$ cat src/rtl/vga_timing_rx.sv
// VGA timing receiver: recovers pixel/line coordinates from sync and blank
// strobes and locks once LOCK_FRAMES consecutive frames match the expected geometry.
module vga_timing_rx #(
    parameter int H_ACTIVE    = 1024,
    parameter int V_ACTIVE    = 768,
    parameter int LOCK_FRAMES = 2
) (
    input  logic        clk_in,
    input  logic        rst_in,
    input  logic        hsync_in,
    input  logic        vsync_in,
    input  logic        blank_in,
    input  logic [11:0] pixel_in,
    output logic [10:0] hcount_out,
    output logic [9:0]  vcount_out,
    output logic [11:0] pixel_out,
    output logic        pixel_valid_out,
    output logic        frame_start_out,
    output logic        locked_out,
    output logic        error_out
);

    typedef enum logic [1:0] {
        SEARCH,
        MEASURE,
        LOCKED
    } state_t;

    state_t      state;
    logic        vsync_q;
    logic        blank_q;
    logic [10:0] pix_cnt;
    logic [9:0]  line_cnt;
    logic        hsync_bad;
    logic        frame_ok;
    logic [3:0]  good_frames;

    logic        vsync_rise;
    logic        blank_rise;
    logic        blank_fall;
    logic        line_good;
    logic        line_bad;
    logic [9:0]  lines_eval;
    logic        frame_good;
    logic [10:0] pix_next;
    logic [9:0]  line_next;
    logic        enter_locked;
    logic        leave_locked;
    logic        locked_next;

    assign hcount_out = pix_cnt;
    assign vcount_out = line_cnt;

    assign vsync_rise = vsync_in & ~vsync_q;
    assign blank_rise = blank_in & ~blank_q;
    assign blank_fall = ~blank_in & blank_q;

    // Line and frame conformity; a line ending on the vsync edge is counted first.
    always_comb begin
        line_good  = (({1'b0, pix_cnt} + 12'd1) == 12'(H_ACTIVE)) && !hsync_bad;
        line_bad   = blank_rise && !line_good;
        lines_eval = line_cnt;
        if (blank_rise && line_cnt != 10'd1023) begin
            lines_eval = line_cnt + 10'd1;
        end
        frame_good = frame_ok && !line_bad && ({1'b0, lines_eval} == 11'(V_ACTIVE));
    end

    always_comb begin
        pix_next = pix_cnt;
        if (blank_fall) begin
            pix_next = 11'd0;
        end else if (!blank_in && pix_cnt != 11'd2047) begin
            pix_next = pix_cnt + 11'd1;
        end
        line_next = line_cnt;
        if (vsync_rise) begin
            line_next = 10'd0;
        end else if (blank_rise) begin
            line_next = lines_eval;
        end
    end

    always_comb begin
        enter_locked = vsync_rise && frame_good &&
                       (({1'b0, good_frames} + 5'd1) >= 5'(LOCK_FRAMES));
        leave_locked = line_bad || (vsync_rise && !frame_good);
        locked_next  = ((state == LOCKED) && !leave_locked) ||
                       ((state == MEASURE) && enter_locked);
    end

    always_ff @(posedge clk_in or negedge rst_in) begin
        if (!rst_in) begin
            state           <= SEARCH;
            vsync_q         <= 1'b0;
            blank_q         <= 1'b0;
            pix_cnt         <= 11'd0;
            line_cnt        <= 10'd0;
            hsync_bad       <= 1'b0;
            frame_ok        <= 1'b0;
            good_frames     <= 4'd0;
            pixel_out       <= 12'd0;
            pixel_valid_out <= 1'b0;
            frame_start_out <= 1'b0;
            locked_out      <= 1'b0;
            error_out       <= 1'b0;
        end else begin
            vsync_q   <= vsync_in;
            blank_q   <= blank_in;
            pix_cnt   <= pix_next;
            line_cnt  <= line_next;
            pixel_out <= pixel_in;
            if (blank_fall) begin
                hsync_bad <= hsync_in;
            end
            if (vsync_rise) begin
                frame_ok <= 1'b1;
            end else if (line_bad) begin
                frame_ok <= 1'b0;
            end

            locked_out      <= locked_next;
            pixel_valid_out <= locked_next && !blank_in;
            frame_start_out <= locked_next && !blank_in &&
                               (pix_next == 11'd0) && (line_next == 10'd0);
            error_out       <= (state == LOCKED) && leave_locked;

            case (state)
                SEARCH: begin
                    if (vsync_rise) begin
                        state       <= MEASURE;
                        good_frames <= 4'd0;
                    end
                end
                MEASURE: begin
                    if (enter_locked) begin
                        state       <= LOCKED;
                        good_frames <= 4'd0;
                    end else if (vsync_rise) begin
                        good_frames <= frame_good ? good_frames + 4'd1 : 4'd0;
                    end
                end
                LOCKED: begin
                    if (leave_locked) begin
                        state <= SEARCH;
                    end
                end
                default: state <= SEARCH;
            endcase
        end
    end

endmodule
$ cat config.mk
export PLATFORM = sky130hd
export DESIGN_NAME = vga_timing_rx
export DESIGN_NICKNAME = d
export VERILOG_FILES = /design/src/rtl/vga_timing_rx.sv
export SDC_FILE = /design/constraint.sdc
export NUM_CORES = 1
export LEC_CHECK = 0
export CAP_MARGIN = 5
export CORE_AREA = 2 2 74 76
export DETAILED_ROUTE_END_ITERATION = 6
export DIE_AREA = 0 0 76 78
export GPL_ROUTABILITY_DRIVEN = 0
export HOLD_SLACK_MARGIN = 0.1
export PLACE_DENSITY = 0.78
export REMOVE_ABC_BUFFERS = 1
export SLEW_MARGIN = 30
export SYNTH_ARGS = -nofsm -noshare
export SYNTH_HDL_FRONTEND = slang
export SYNTH_SLANG_ARGS = --single-unit
$ cat constraint.sdc
create_clock -name clk_in -period 4.1 [get_ports clk_in]
set_clock_uncertainty 0.1 [all_clocks]
set_input_delay 0.41 -clock clk_in [delete_from_list [all_inputs] [get_ports clk_in]]
set_output_delay 0.41 -clock clk_in [all_outputs]
set_load 0.01 [all_outputs]
---- Yosys cells after proc, flatten, opt, wreduce, memory -nomap -nowiden ----
Cells that the tools add are included.
cells by class
  reduce and logical (&&, ||, !) cells .... 30
  magnitude comparators ................... 1
  muxes and demuxes ....................... 16
  multipliers ............................. 0
  shift-type cells ........................ 0
  div/mod/pow operators ................... 0
  bitwise gates (word level) .............. 6
  equal/unequal tests ..................... 10
  add/sub/neg operators ................... 5
operators with widths
  cell                                                                                  count
  10-bit 2-to-1 mux                                                                     3
  11-bit 2-to-1 mux                                                                     2
  4-bit 2-to-1 mux                                                                      4
  1-bit logical AND                                                                     15
  11-bit by 1-bit adder with 12-bit output (second input constant)                      1
  12-bit by 11-bit equality test with 1-bit output (second input constant)              1
  11-bit by 1-bit adder with 11-bit output (second input constant)                      1
  11-bit zero test                                                                      1
  11-bit != test (second input constant)                                                1
  10-bit by 1-bit adder with 10-bit output (second input constant)                      1
  10-bit equality test (second input constant)                                          1
  10-bit zero test                                                                      1
  10-bit != test (second input constant)                                                1
  4-bit one-hot mux with 2 select lines                                                 1
  1-bit zero test                                                                       6
  2-bit 2-to-1 mux                                                                      3
  2-bit != test (second input constant)                                                 3
  2-bit one-hot mux with 3 select lines                                                 1
  3-bit AND reduction                                                                   2
  4-bit by 1-bit adder with 5-bit output (second input constant)                        1
  5-bit by 2-bit greater-or-equal comparator with 1-bit output (second input constant)  1
  4-bit by 1-bit adder with 4-bit output (second input constant)                        1
  2-bit nonzero test                                                                    2
  1-bit AND                                                                             3
  other kinds (7)                                                                       11
word-level totals
  memories kept ........................... 0
  ROM bits ................................ 0
  word-level logic and storage cells ...... 81
  bits in latches ......................... 0
  input port bits ......................... 17
  memory bits (writable) .................. 0
  flip-flop bits (word level) ............. 47

---- Longest topological paths before layout ----
  depth after elaboration ................. 17
  depth in mapped cells ................... 9
  depth with buffers taken out ............ 8

---- Worst setup path before layout ----
No wires, ideal clock.
  path type ............................... reg-to-reg
  start ................................... register line_cnt[0] (netlist: vcount_out[0])
  end ..................................... register frame_start_out
  data arrival time ....................... 2.752 ns
  required time ........................... 3.905 ns
  cell stages (with the launch flop) ...... 10
  path slack .............................. 1.153 ns
  cell sequence ........................... dfrtp_1 ha_1 and3_1 buf_4 a31oi_4 o32a_1 or4b_4 or4_4 o21ai_2 nor4b_2
between the ends
  cells in the longest elaborated chain, start to end .. 14
  elaborated cells between the ends (all ways) .. 21
  classes of those cells .................. add/sub (1); eq/ne (2); mux (3); reduce/logical (15)
ends and longest elaborated chain
  element                                                                                            line  RTL
  start: declaration                                                                                 33    logic [9:0] line_cnt;
  start signal: assignment                                                                           111   line_cnt <= line_next;
  parallel branches: the longest is 13 deep, another holds 10-bit by 1-bit adder with 10-bit output  -
  1-bit logical AND *                                                                                125   (pix_next == 11'd0) && (line_next == 10'd0);
  end signal: assignment                                                                             124   frame_start_out <= locked_next && !blank_in &&
  end: declaration                                                                                   18    output logic frame_start_out,
Mark *: on every way between the ends.
A chain may end at the register's enable or synchronous reset.

---- Worst setup path after layout ----
Same ends and word-level chain as after synthesis.

==> results list <==
- Data arrival at the endpoint of the critical path: between 3 and 4 ns
- After detailed placement, the total cell area comes to about 3100 um^2.
- Post-layout power: 1.07 mW
- Final HPWL from detailed placement: approximately 4.2 mm
- Final setup TNS: 0 ns
- The number of antenna diodes in the final layout is 0.
- For this run, asynchronously set or reset flops after synthesis account for 100%.
- Non-filler instance count after layout: 377
- STA classifies the critical path endpoint as a flip-flop.
- Area Overhead vs Synth: 26.5%
* Global-route wire length before repair: a little over 10 mm
- The cell sitting at the root of the clock tree is a clkbuf_8.
* DRT iter0 DRCs: between 200 and 250
* Area of the multi-input gates: ~1300 um^2
* Max transition margin: a little over 60%
* Peak clock frequency supported by timing: 0.306 GHz
- Worst Setup Slack post-DPL: 0.729 ns
- Leftover overflow at the end of global routing: 0
- Dominant synthesized flop cell: dfrtp_1
* WL per Instance: between 15 and 20 um
- Leakage power: ~1.3 nW
- Clock tree from TritonCTS: built
* Cell count after placement: between 300 and 400
- Largest net degree at the start of global routing: 48
- In the synthesized netlist, the number of instances is 258.
* Quantity of I/O buffers inserted on ports: 53
- Post-layout min period: between 3 and 4 ns
- Most common cell after layout, fill and taps aside: clkdlybuf4s50_1
- Before antenna repair, the detailed router went through 5 iterations.
- Number of gates given a new drive strength after cts: 0
- For this run, the total global-route usage over all layers was measured as between 20% and 30%.
* Non-Filler Cell Area, Final: about 3200 um^2
* Number of unique standard cell types used by synthesis: 58
- ANT nets after route: 0
- Outcome: complete, no violations
- Final hold analysis gives a worst-case slack of roughly 0.39 ns.
- Initial Util: 50.1%
- Area enclosed by the die boundary: between 5000 and 6000 um^2
* Fraction of layout cells with a size suffix above 1: a little under a tenth
- Unrepaired setup endpoints after global routing: no
* Largest area contributor in the synthesized netlist: dfrtp_1
- The floorplan has 26 rows.
- Of the post-synthesis cell area, the dominant cell type holds about 47%.
- The hold violation count in the final report was 0.
- Via count: roughly 2200
- For this design the ratio of total power to cell area is about 330 nW/um^2.
- Setup repair bufs after CTS: 0
* H-tree depth reported by CTS: 2
- Largest fanout of any net on the critical path: 8
- Clock-pin slew on the worst setup and hold paths: ~0.090 ns
- In this run the standard cell core region covers just over 5000 um^2.
- Initial antenna violation count: 0
- Clock latency of the later-clocked register in the worst-skew pair: a little over 0.3 ns
- At the worst endpoint, the required time is roughly 4.2 ns.
* Flip-flop and latch count after synthesis: between 40 and 50
* Min-Delay Path Class: flip-flop to flip-flop
- After filler insertion, the fill cell instance count of the layout stands at between 400 and 500.
- WL final: 5.87 mm
- Via count normalized by instance count: approximately 5.8
* Netlist Area Pre-Place: between 2000 and 3000 um^2
- At the end of the flow the core is filled with cells to between 60 and 70%.
- Final setup slack of the worst path: 0.833 ns
- Die span in y: 78 um
- FF/Latch Area: about 1200 um^2
- From left edge to right edge, the die measures 76 um.
- Top-Level Pins: 54
- The worst setup path is launched from a flip-flop.
- The number of max-slew violations in the final report came to 0.
* Worst-margin pin slew: ~0.57 ns
- Max cap viols: 0
* CTS max path bufs: 2
- Setup violations remaining at the end of the flow were counted as 0.
* Number of enable-type register cells in the synthesized netlist: 0
- The number of global-route vias before repair came to 2072.
* Final worst-path cycle share: approximately 80%
- Fraction of the yosys area taken by sequential cells: a little under half
- Most frequent cells in the layout: clkdlybuf4s50_1, dfrtp_1, nor2_1
- Synth area leaders: dfrtp_1, nor2_1, xor2_1, ha_1, nand2_1
* Syn. warnings: 0
- Across the VDD grid, the largest voltage drop is approximately 180 uV.
- For this run, design rule violations remaining after detail routing come to 0.
- Buffers inserted during clock tree synthesis total 5.
- Final #Nets: approximately 330
* Worst Setup Path Type: flip-flop to flip-flop
- Mean cell area of the mapped netlist: roughly 9.8 um^2
- Reg2Reg Setup Slack: 0.83 ns
- The tree built by TritonCTS fans out to 47 sinks.
[final timing paths]
kind                                    start               to  cells past startpoint
worst max-delay path            vcount_out[0]  frame_start_out                      8
worst min-delay path                 frame_ok         frame_ok                      1
worst max register to register  vcount_out[0]  frame_start_out                      8
worst min register to register       frame_ok         frame_ok                      1
max in group asynchronous              rst_in    hcount_out[7]                      2
min in group asynchronous              rst_in    hcount_out[4]                      2
[sequential cells by signal, indices dropped and copies added, names as in the netlist, 2 cells and up]
register and flops:
pixel_out 12, state 2, hcount_out 11, vcount_out 10, good_frames 4
[final cells by class]
class | count | share of cell area [%]
clock inverter | 3 | 0.861
timing repair buffer | 57 | 17.5
clock buffer | 5 | 2.15
multi-input combinational | 188 | 39.1
sequential | 47 | 36.8
tap | 70 | 2.74
inverter | 7 | 0.822
[layer usage]
layer	track usage, %	up-vias	wire length (um)
met4	5.64	0	60
met3	3.72	8	301
li1	-	1032	-
met5	0	-	0
met2	34.9	93	2870
met1	27.9	1056	2630
[cells in the mapped netlist, drive strengths merged, types with 3 or more instances]
cell type and count:
xor2 8, nor3 9, xnor2 5, nand2 14, dfrtp 47, nor3b 4
nor2b 7, nand2b 4, a21oi 5, a21o 4, ha 5, nand4 7
a31oi 8, o21ai 9, o211ai 4, nor2 25, and2 8, clkbuf 11
o31ai 3, and3 6, a211oi 5, nand3 10, inv 7, buf 5
a31o 3
[power breakdown]
part           switching [mW]  total [mW]  internal [mW]
sequential             0.0554       0.547          0.491
combinational           0.101       0.220          0.119
clock                   0.175       0.301          0.126
total                   0.331        1.07          0.737
[what timing repair did]
item | in CTS | in global routing
setup endpoints to repair | 0 | 0
hold buffers | 1 | 0
endpoints found under the hold margin | 47 | 0
[worst max-delay path, cell delays in order, from the launching register on]
cell,delay [ns]
dfrtp_1,0.50
ha_1,0.33
and3_1,0.36
a31oi_4,0.19
o32a_1,0.35
or4b_4,0.56
or4_4,0.49
o21ai_2,0.09
nor4b_2,0.21
[kinds of logic after synthesis]
group | share of synthesized area, %
and+or+nand+nor | 24.9
AOI/OAI and AO/OA | 16.3
DFF | 46.5
buffers and inverters | 4.01
xor gates and xnor gates | 4.50
adders and majority gates | 2.47
muxes | 1.24
Power figures use the tool's default switching activity.
